## src/rtl/network_interface.sv

```systemverilog
// Mesh network interface: injection FIFO toward the router, 2-entry ejection skid buffer toward the core.
// Optional packet statistics counters are built only when NI_STATS_EN is defined.
package network_interface_pkg;
    typedef struct packed {
        logic [3:0]  x_dest;
        logic [3:0]  y_dest;
        logic [23:0] payload;
    } packet_t;
endpackage

module network_interface
    import network_interface_pkg::*;
#(
    parameter int X_LOC     = 0,
    parameter int Y_LOC     = 0,
    parameter int INJ_DEPTH = 4
) (
    input  logic        clk,
    input  logic        reset,
    input  packet_t     i_core_data,
    input  logic        i_core_val,
    output logic        o_core_ready,
    output packet_t     o_data,
    output logic        o_data_val,
    input  logic        i_en,
    input  packet_t     i_data,
    input  logic        i_data_val,
    output logic        o_en,
    output packet_t     o_core_data,
    output logic        o_core_val,
    input  logic        i_core_en,
    output logic        o_misroute,
    output logic [31:0] o_inj_count,
    output logic [31:0] o_ej_count
);
    localparam int PW = $clog2(INJ_DEPTH);

    localparam logic [1:0] EJ_EMPTY = 2'd0;
    localparam logic [1:0] EJ_ONE   = 2'd1;
    localparam logic [1:0] EJ_TWO   = 2'd2;

    // Held low through reset so both ready outputs rise one edge after release.
    logic live_q;

    logic [PW-1:0] wr_ptr_q, wr_ptr_d;
    logic [PW-1:0] rd_ptr_q, rd_ptr_d;
    logic [PW:0]   occ_q, occ_d;
    packet_t       mem_q [INJ_DEPTH];

    logic [1:0]    ej_state_q, ej_state_d;
    packet_t       slot0_q, slot0_d;
    packet_t       slot1_q, slot1_d;
    logic          misroute_q, misroute_d;

    logic push_s, pop_s, full_s, accept_s, deliver_s, wrong_dest_s;

    assign full_s       = (occ_q == (PW+1)'(INJ_DEPTH));
    assign o_core_ready = live_q && !full_s;
    assign o_data_val   = (occ_q != {(PW+1){1'b0}});
    assign o_data       = mem_q[rd_ptr_q];
    assign push_s       = i_core_val && o_core_ready;
    assign pop_s        = o_data_val && i_en;

    assign o_en         = live_q && (ej_state_q != EJ_TWO);
    assign o_core_val   = (ej_state_q != EJ_EMPTY);
    assign o_core_data  = slot0_q;
    assign o_misroute   = misroute_q;
    assign accept_s     = i_data_val && o_en;
    assign deliver_s    = o_core_val && i_core_en;
    assign wrong_dest_s = (i_data.x_dest != 4'(X_LOC)) || (i_data.y_dest != 4'(Y_LOC));

    // Injection FIFO pointer and occupancy next-state.
    always_comb begin
        wr_ptr_d = wr_ptr_q;
        rd_ptr_d = rd_ptr_q;
        occ_d    = occ_q;
        if (push_s) begin
            wr_ptr_d = wr_ptr_q + {{(PW-1){1'b0}}, 1'b1};
        end else begin
            wr_ptr_d = wr_ptr_q;
        end
        if (pop_s) begin
            rd_ptr_d = rd_ptr_q + {{(PW-1){1'b0}}, 1'b1};
        end else begin
            rd_ptr_d = rd_ptr_q;
        end
        if (push_s && !pop_s) begin
            occ_d = occ_q + {{PW{1'b0}}, 1'b1};
        end else if (pop_s && !push_s) begin
            occ_d = occ_q - {{PW{1'b0}}, 1'b1};
        end else begin
            occ_d = occ_q;
        end
    end

    // Ejection skid buffer: slot0 is always the oldest packet.
    always_comb begin
        ej_state_d = ej_state_q;
        slot0_d    = slot0_q;
        slot1_d    = slot1_q;
        case (ej_state_q)
            EJ_EMPTY: begin
                if (accept_s) begin
                    slot0_d    = i_data;
                    ej_state_d = EJ_ONE;
                end else begin
                    ej_state_d = EJ_EMPTY;
                end
            end
            EJ_ONE: begin
                if (accept_s && deliver_s) begin
                    slot0_d    = i_data;
                    ej_state_d = EJ_ONE;
                end else if (accept_s) begin
                    slot1_d    = i_data;
                    ej_state_d = EJ_TWO;
                end else if (deliver_s) begin
                    ej_state_d = EJ_EMPTY;
                end else begin
                    ej_state_d = EJ_ONE;
                end
            end
            EJ_TWO: begin
                if (deliver_s) begin
                    slot0_d    = slot1_q;
                    ej_state_d = EJ_ONE;
                end else begin
                    ej_state_d = EJ_TWO;
                end
            end
            default: begin
                ej_state_d = EJ_EMPTY;
            end
        endcase
    end

    // Sticky misroute detection on every accepted packet.
    always_comb begin
        if (accept_s && wrong_dest_s) begin
            misroute_d = 1'b1;
        end else begin
            misroute_d = misroute_q;
        end
    end

    // Control state registers.
    always_ff @(posedge clk or posedge reset) begin
        if (reset) begin
            live_q     <= 1'b0;
            wr_ptr_q   <= {PW{1'b0}};
            rd_ptr_q   <= {PW{1'b0}};
            occ_q      <= {(PW+1){1'b0}};
            ej_state_q <= EJ_EMPTY;
            misroute_q <= 1'b0;
        end else begin
            live_q     <= 1'b1;
            wr_ptr_q   <= wr_ptr_d;
            rd_ptr_q   <= rd_ptr_d;
            occ_q      <= occ_d;
            ej_state_q <= ej_state_d;
            misroute_q <= misroute_d;
        end
    end

    // Packet storage carries no reset; validity is tracked by the control state.
    always_ff @(posedge clk) begin
        if (push_s) begin
            mem_q[wr_ptr_q] <= i_core_data;
        end
        slot0_q <= slot0_d;
        slot1_q <= slot1_d;
    end

`ifdef NI_STATS_EN
    logic [31:0] inj_cnt_q;
    logic [31:0] ej_cnt_q;

    // Saturating transfer counters.
    always_ff @(posedge clk or posedge reset) begin
        if (reset) begin
            inj_cnt_q <= 32'd0;
            ej_cnt_q  <= 32'd0;
        end else begin
            if (pop_s && (inj_cnt_q != 32'hFFFF_FFFF)) begin
                inj_cnt_q <= inj_cnt_q + 32'd1;
            end
            if (accept_s && (ej_cnt_q != 32'hFFFF_FFFF)) begin
                ej_cnt_q <= ej_cnt_q + 32'd1;
            end
        end
    end

    assign o_inj_count = inj_cnt_q;
    assign o_ej_count  = ej_cnt_q;
`else
    assign o_inj_count = 32'd0;
    assign o_ej_count  = 32'd0;
`endif

endmodule

```

## config.mk

```make
export PLATFORM = sky130hd
export DESIGN_NAME = network_interface
export DESIGN_NICKNAME = d
export VERILOG_FILES = /design/src/rtl/network_interface.sv
export SDC_FILE = /design/constraint.sdc
export NUM_CORES = 1
export LEC_CHECK = 0
export CORE_MARGIN = 4
export CORE_UTILIZATION = 45
export CTS_BUF_LIST = sky130_fd_sc_hd__clkbuf_16
export DETAILED_ROUTE_END_ITERATION = 7
export GPL_ROUTABILITY_DRIVEN = 1
export PLACE_DENSITY = 0.74
export SLEW_MARGIN = 10
export SYNTH_ARGS = -nofsm -noshare
export SYNTH_HDL_FRONTEND = slang
export SYNTH_SLANG_ARGS = --single-unit
```

## constraint.sdc

```tcl
create_clock -name clk -period 11.95 [get_ports clk]
set_input_delay 2.39 -clock clk [delete_from_list [all_inputs] [get_ports clk]]
set_output_delay 2.39 -clock clk [all_outputs]
set_load 0.01 [all_outputs]
```

# After elaboration in Yosys (flattened, before gate mapping)
# Memory sizes are Yosys's and may differ from the RTL's.
# Index checks and enable logic that the tools add are counted.
# totals
mem_bits_rw	128
output_inout_bits	133
mem_count	1
word_cells	62
in_bits	70
reg_bits	75
# classes
addsub	4
n_eq_ne	7
n_bitwise	1
reduce_logical	23
n_mux	14
# memory_table
memory	depth	word_bits	read_ports	rd_ports_with_merged_regs	wr	line_no	text
mem_q	4	32	1	0	1	48	packet_t mem_q [INJ_DEPTH];
# op_table
operator	n
2-to-1 mux 32 bit	3
case mux 32 bit (3 select lines)	1
logical AND 1 bit	10
!= test 2 bit, second input constant	4
nonzero test 4 bit	2
2-to-1 mux 2 bit	3
2-to-1 mux 3 bit	2
case mux 2 bit (3 select lines)	1
nonzero test 3 bit	2
adder 2 x 1 -> 2 bit, second input constant	2
2-to-1 mux 1 bit	4
AND reduction 4 bit	1
nonzero test 2 bit	2
adder 3 x 1 -> 3 bit, second input constant	1
equality test 3 bit, second input constant	1
zero test 1 bit	3
AND reduction 3 bit	1
subtractor 3 x 1 -> 3 bit, second input constant	1
equality test 2 x 1 -> 1 bit, second input constant	1
equality test 2 bit, second input constant	1
zero test 2 bit	1
logical OR 1 bit	1
inverter 1 bit	1

# Logic depth before layout (Yosys ltp)
# depth
word_depth	8
mapped_depth	8
depth_no_buf	8

# Worst setup path before layout
# OpenSTA, ideal clock, no wires.
# synth_path
path_kind	input to register
from	in i_data_val
to	reg slot0_q (netlist bit o_core_data[0]) (enable)
required_time_ps	11484
setup_slack_ps	6432
path_buffers	0
cell_stages	4
arrival_ps	5052
setup_ps	466
path_cell_list	and3_1 ha_1 a21oi_1 o21ai_0
# synth_between
elab_chain_len	4
elab_cells_between_ends	5
classes_between	eq/ne (2); reduce/logical (3)
# synth_lines
item	line_no	text
start, declared	27	input logic i_data_val,
logical AND 1 bit (*)	68	assign accept_s = i_data_val && o_en;
logical AND 1 bit	111	if (accept_s && deliver_s) begin
!= test 2 bit (no line)	n/a	
AND reduction 4 bit (no line) (*)	n/a	
end signal, assigned	170	slot0_q <= slot0_d;
end, declared	51	packet_t slot0_q, slot0_d;
# Every way passes the cells marked *; elsewhere a longest branch is shown, timed or not.
# A chain may end at the register's enable or synchronous reset.

==> results_dict.tcl <==
set metrics [dict create \
    dieArea_um2 20300 \
    synthTopCellsByCount "192 x edfxtp_1, 102 x nand2_1, 64 x buf_4, 28 x mux4_2" \
    die_height_um 142 \
    clkTransAtPathRegs_ps 50 \
    netlist.area_leader.share 0.709 \
    p_per_area_nw_per_um2 205 \
    dr_wl_met3_mm 1.64 \
    skew_ps 5.16 \
    critical-path-top-delay-family "flip-flops" \
    routed.top_layer "met4" \
    hold_buffers 0 \
    syn_avg_cell_area_um2 17.5 \
    end_kind "primary output" \
    grt_antenna_before_repair 0 \
    cp_cell_sequence "mux4_1, clkdlybuf4s50_1" \
    fin_setup_tns_ps 0 \
    final_net_count 696 \
    diodes 0 \
    fin_crit_sh 0.409 \
    combPwrFrac 0.271 \
    ys.flop_type "edfxtp_1" \
    path_max_fanout 34 \
    crit_buf_inv 1 \
    yosysWarnings 0 \
    rsz0062_at_grt "no" \
    ctsResizeCount 0 \
    hold_viol_final 0 \
    cts_sinks 203 \
    relSlewSlack 0.556 \
    grt.overflow.total 0 \
    wl_per_cell_um 17.9 \
    start_util 0.465 \
    required_ps 9560 \
    fmax_mhz 204 \
    p_sw_frac 0.267 \
    portBuffers 138 \
    drtIter0Drc 248 \
    p_int_mw 1.52 \
    core-area_um2 17500 \
    grt_first_pass_wirelength_mm 23.3 \
    synth_edf_count 192 \
    setup-violations-final 0 \
    critPathLaunchType "flip-flop" \
    htreeDepth 1 \
    grt_pass1_vias 4351 \
    clock_path_buffers 3 \
    ys_seq_area_frac 0.743 \
    max-vdd-ir-drop_v 0.000147 \
    clk_latency_ps 470 \
    critPathSlowestCell "dfrtp_4" \
    holdWs_ps 471 \
    worstMarginPinSlew_ps 666 \
    drtAntennaViolNets 0 \
    hp-class "flip-flop to flip-flop" \
    drive_above_1_share 0.108 \
    synthTopCellsByArea "edfxtp_1 71%, mux4_2 7.8%, buf_4 5.9%" \
    io_pins 203 \
    num_vias 4131 \
    place_hpwl_mm 9.87 \
    power_mw 2.07 \
    drv_slew 0 \
    syn_area_um2 8130 \
    grtUsageTotal 0.146 \
    clockPowerShare 0.267 \
    cp.arrival_ps 2500 \
    wl_mm 15.3 \
    grt_max_degree 35 \
    leakage_nw 3.67 \
    yosysUniqueCellTypes 33 \
    path_class "flip-flop to primary output" \
    synth.most_common_cell "edfxtp_1" \
    maxCapViolations 0 \
    viasPerCell 4.83 \
    seqPwrFrac 0.462 \
    p_sw_uw 552 \
    fillCellCount 1277 \
    slowest_delay_ps 860 \
    rows 48 \
    firstDrtPassIters 4 \
    cts_tree "yes" \
    cts_setup_buffers 0 \
    die_w_um 142 \
    place_congestion 0.825 \
    async_flop_share 0.0542 \
    area_growth_syn_to_layout_pct 24.0 \
    numCtsBuffers 21 \
    synth_seq_cells 203 \
    min_period_ps 4890 \
    syn_inst 465 \
    synth.largest_area_cell "edfxtp_1" \
    drc 0 \
    clockRootBuffer "clkbuf_16" \
    wl_met1_mm 5.89 \
    wl_met2_mm 7.54 \
    outcome "finished, final reports clean" \
]
[cells in the final DEF, fill, tap and decap left out, drive strengths merged]
master	n
edfxtp	192
clkdlybuf4s50	138
nand2	102
conb	65
mux4	32
clkbuf	21
inv	15
dfrtp	11
buf	9
ha	7
and2	5
xnor2	4
nor2	3
a21oi	3
clkinv	3
mux2	2
nor4	2
xor2	2
o21ai	2
or3	1
nor2b	1
nand2b	1
or2	1
and3	1
o22ai	1
and3b	1
a21boi	1
a21o	1
nand3	1
fa	1
clkinvlp	1
[through the flow]
step | setup slack, ps | cell area, um^2 | util | cells
final | 7060 | 10100 | 0.577 | 855
after global routing | 6910 | 10100 | 0.577 | 855
after CTS | 6690 | 10100 | 0.577 | 855
after detailed placement | 7190 | 9500 | 0.543 | 820
after global placement | 7240 | 9500 | 0.543 | 820
after floorplan | 6430 | 8370 | - | 528
[worst reg2reg max path: cells and delay by family, from the launching register on]
kind / cells / cell delay (ps)
buffers and inverters: 2 / 740
AOI/OAI and AO/OA: 2 / 190
and+or+nand+nor: 2 / 430
DFF: 1 / 450
adders and majority gates: 1 / 160
[registers in the layout, indices dropped and copies added, names as in the netlist]
signal       cells
wr_ptr_q         2
rd_ptr_q         2
occ_q            3
mem_q          128
slot1_q         32
o_misroute       1
o_core_data     32
ej_state_q       2
live_q           1
[per-layer routing]
metal | up-vias | GRT usage
met5 | - | 0
met4 | 0 | 0.0285
met3 | 19 | 0.0501
met2 | 180 | 0.244
met1 | 2043 | 0.188
li1 | 1889 | -
[layout make-up]
class / count / area (um^2) / share of cell area
clock inverters: 14 / 57.6 / 0.00571
inverters: 5 / 18.8 / 0.00186
flip-flops and latches: 203 / 6040 / 0.600
multi-input cells: 240 / 1700 / 0.169
clock buffers: 21 / 526 / 0.0521
repair buffers: 147 / 1450 / 0.144
well taps: 225 / 282 / 0.0279
[power groups by stage]
stage	sequential (mW)	clock, mW	combinational, mW
after floorplan	0.943	0	0.355
after global placement	0.966	0	0.554
after detailed placement	0.972	0	0.567
after CTS	0.959	0.569	0.568
after global routing	0.971	0.607	0.598
final	0.955	0.553	0.560
[path summary, 6_finish.rpt]
check / start / to / slack (ps) / cells after the start
worst max-delay path: rd_ptr_q[0]$_DFFE_PP0P_ / o_data[1] / 7060 / 2
worst min-delay path: o_misroute$_DFFE_PP0P_ / o_misroute$_DFFE_PP0P_ / 470 / 1
worst max register to register: ej_state_q[0]$_DFF_PP0_ / o_core_data[8]$_DFFE_PP_ / 9630 / 7
worst min register to register: o_misroute$_DFFE_PP0P_ / o_misroute$_DFFE_PP0P_ / 470 / 1
max in group asynchronous: reset / rd_ptr_q[0]$_DFFE_PP0P_ / 9380 / 2
min in group asynchronous: reset / o_misroute$_DFFE_PP0P_ / 2220 / 2
[cells by family (layout without fill, tap and decap cells)]
logic type | Yosys count | after routing | share of synthesized area
muxes | 34 | 34 | 0.0933
DFF | 203 | 203 | 0.743
adders and majority gates | 8 | 8 | 0.0132
AOI/OAI and AO/OA | 8 | 8 | 0.00616
and+or+nand+nor | 119 | 119 | 0.0594
xor gates and xnor gates | 6 | 6 | 0.00646
buffers and inverters | 85 | 187 | 0.0774
other | 2 | 65 | 0.000924
Note: power is estimated with default switching activity, not from simulation.
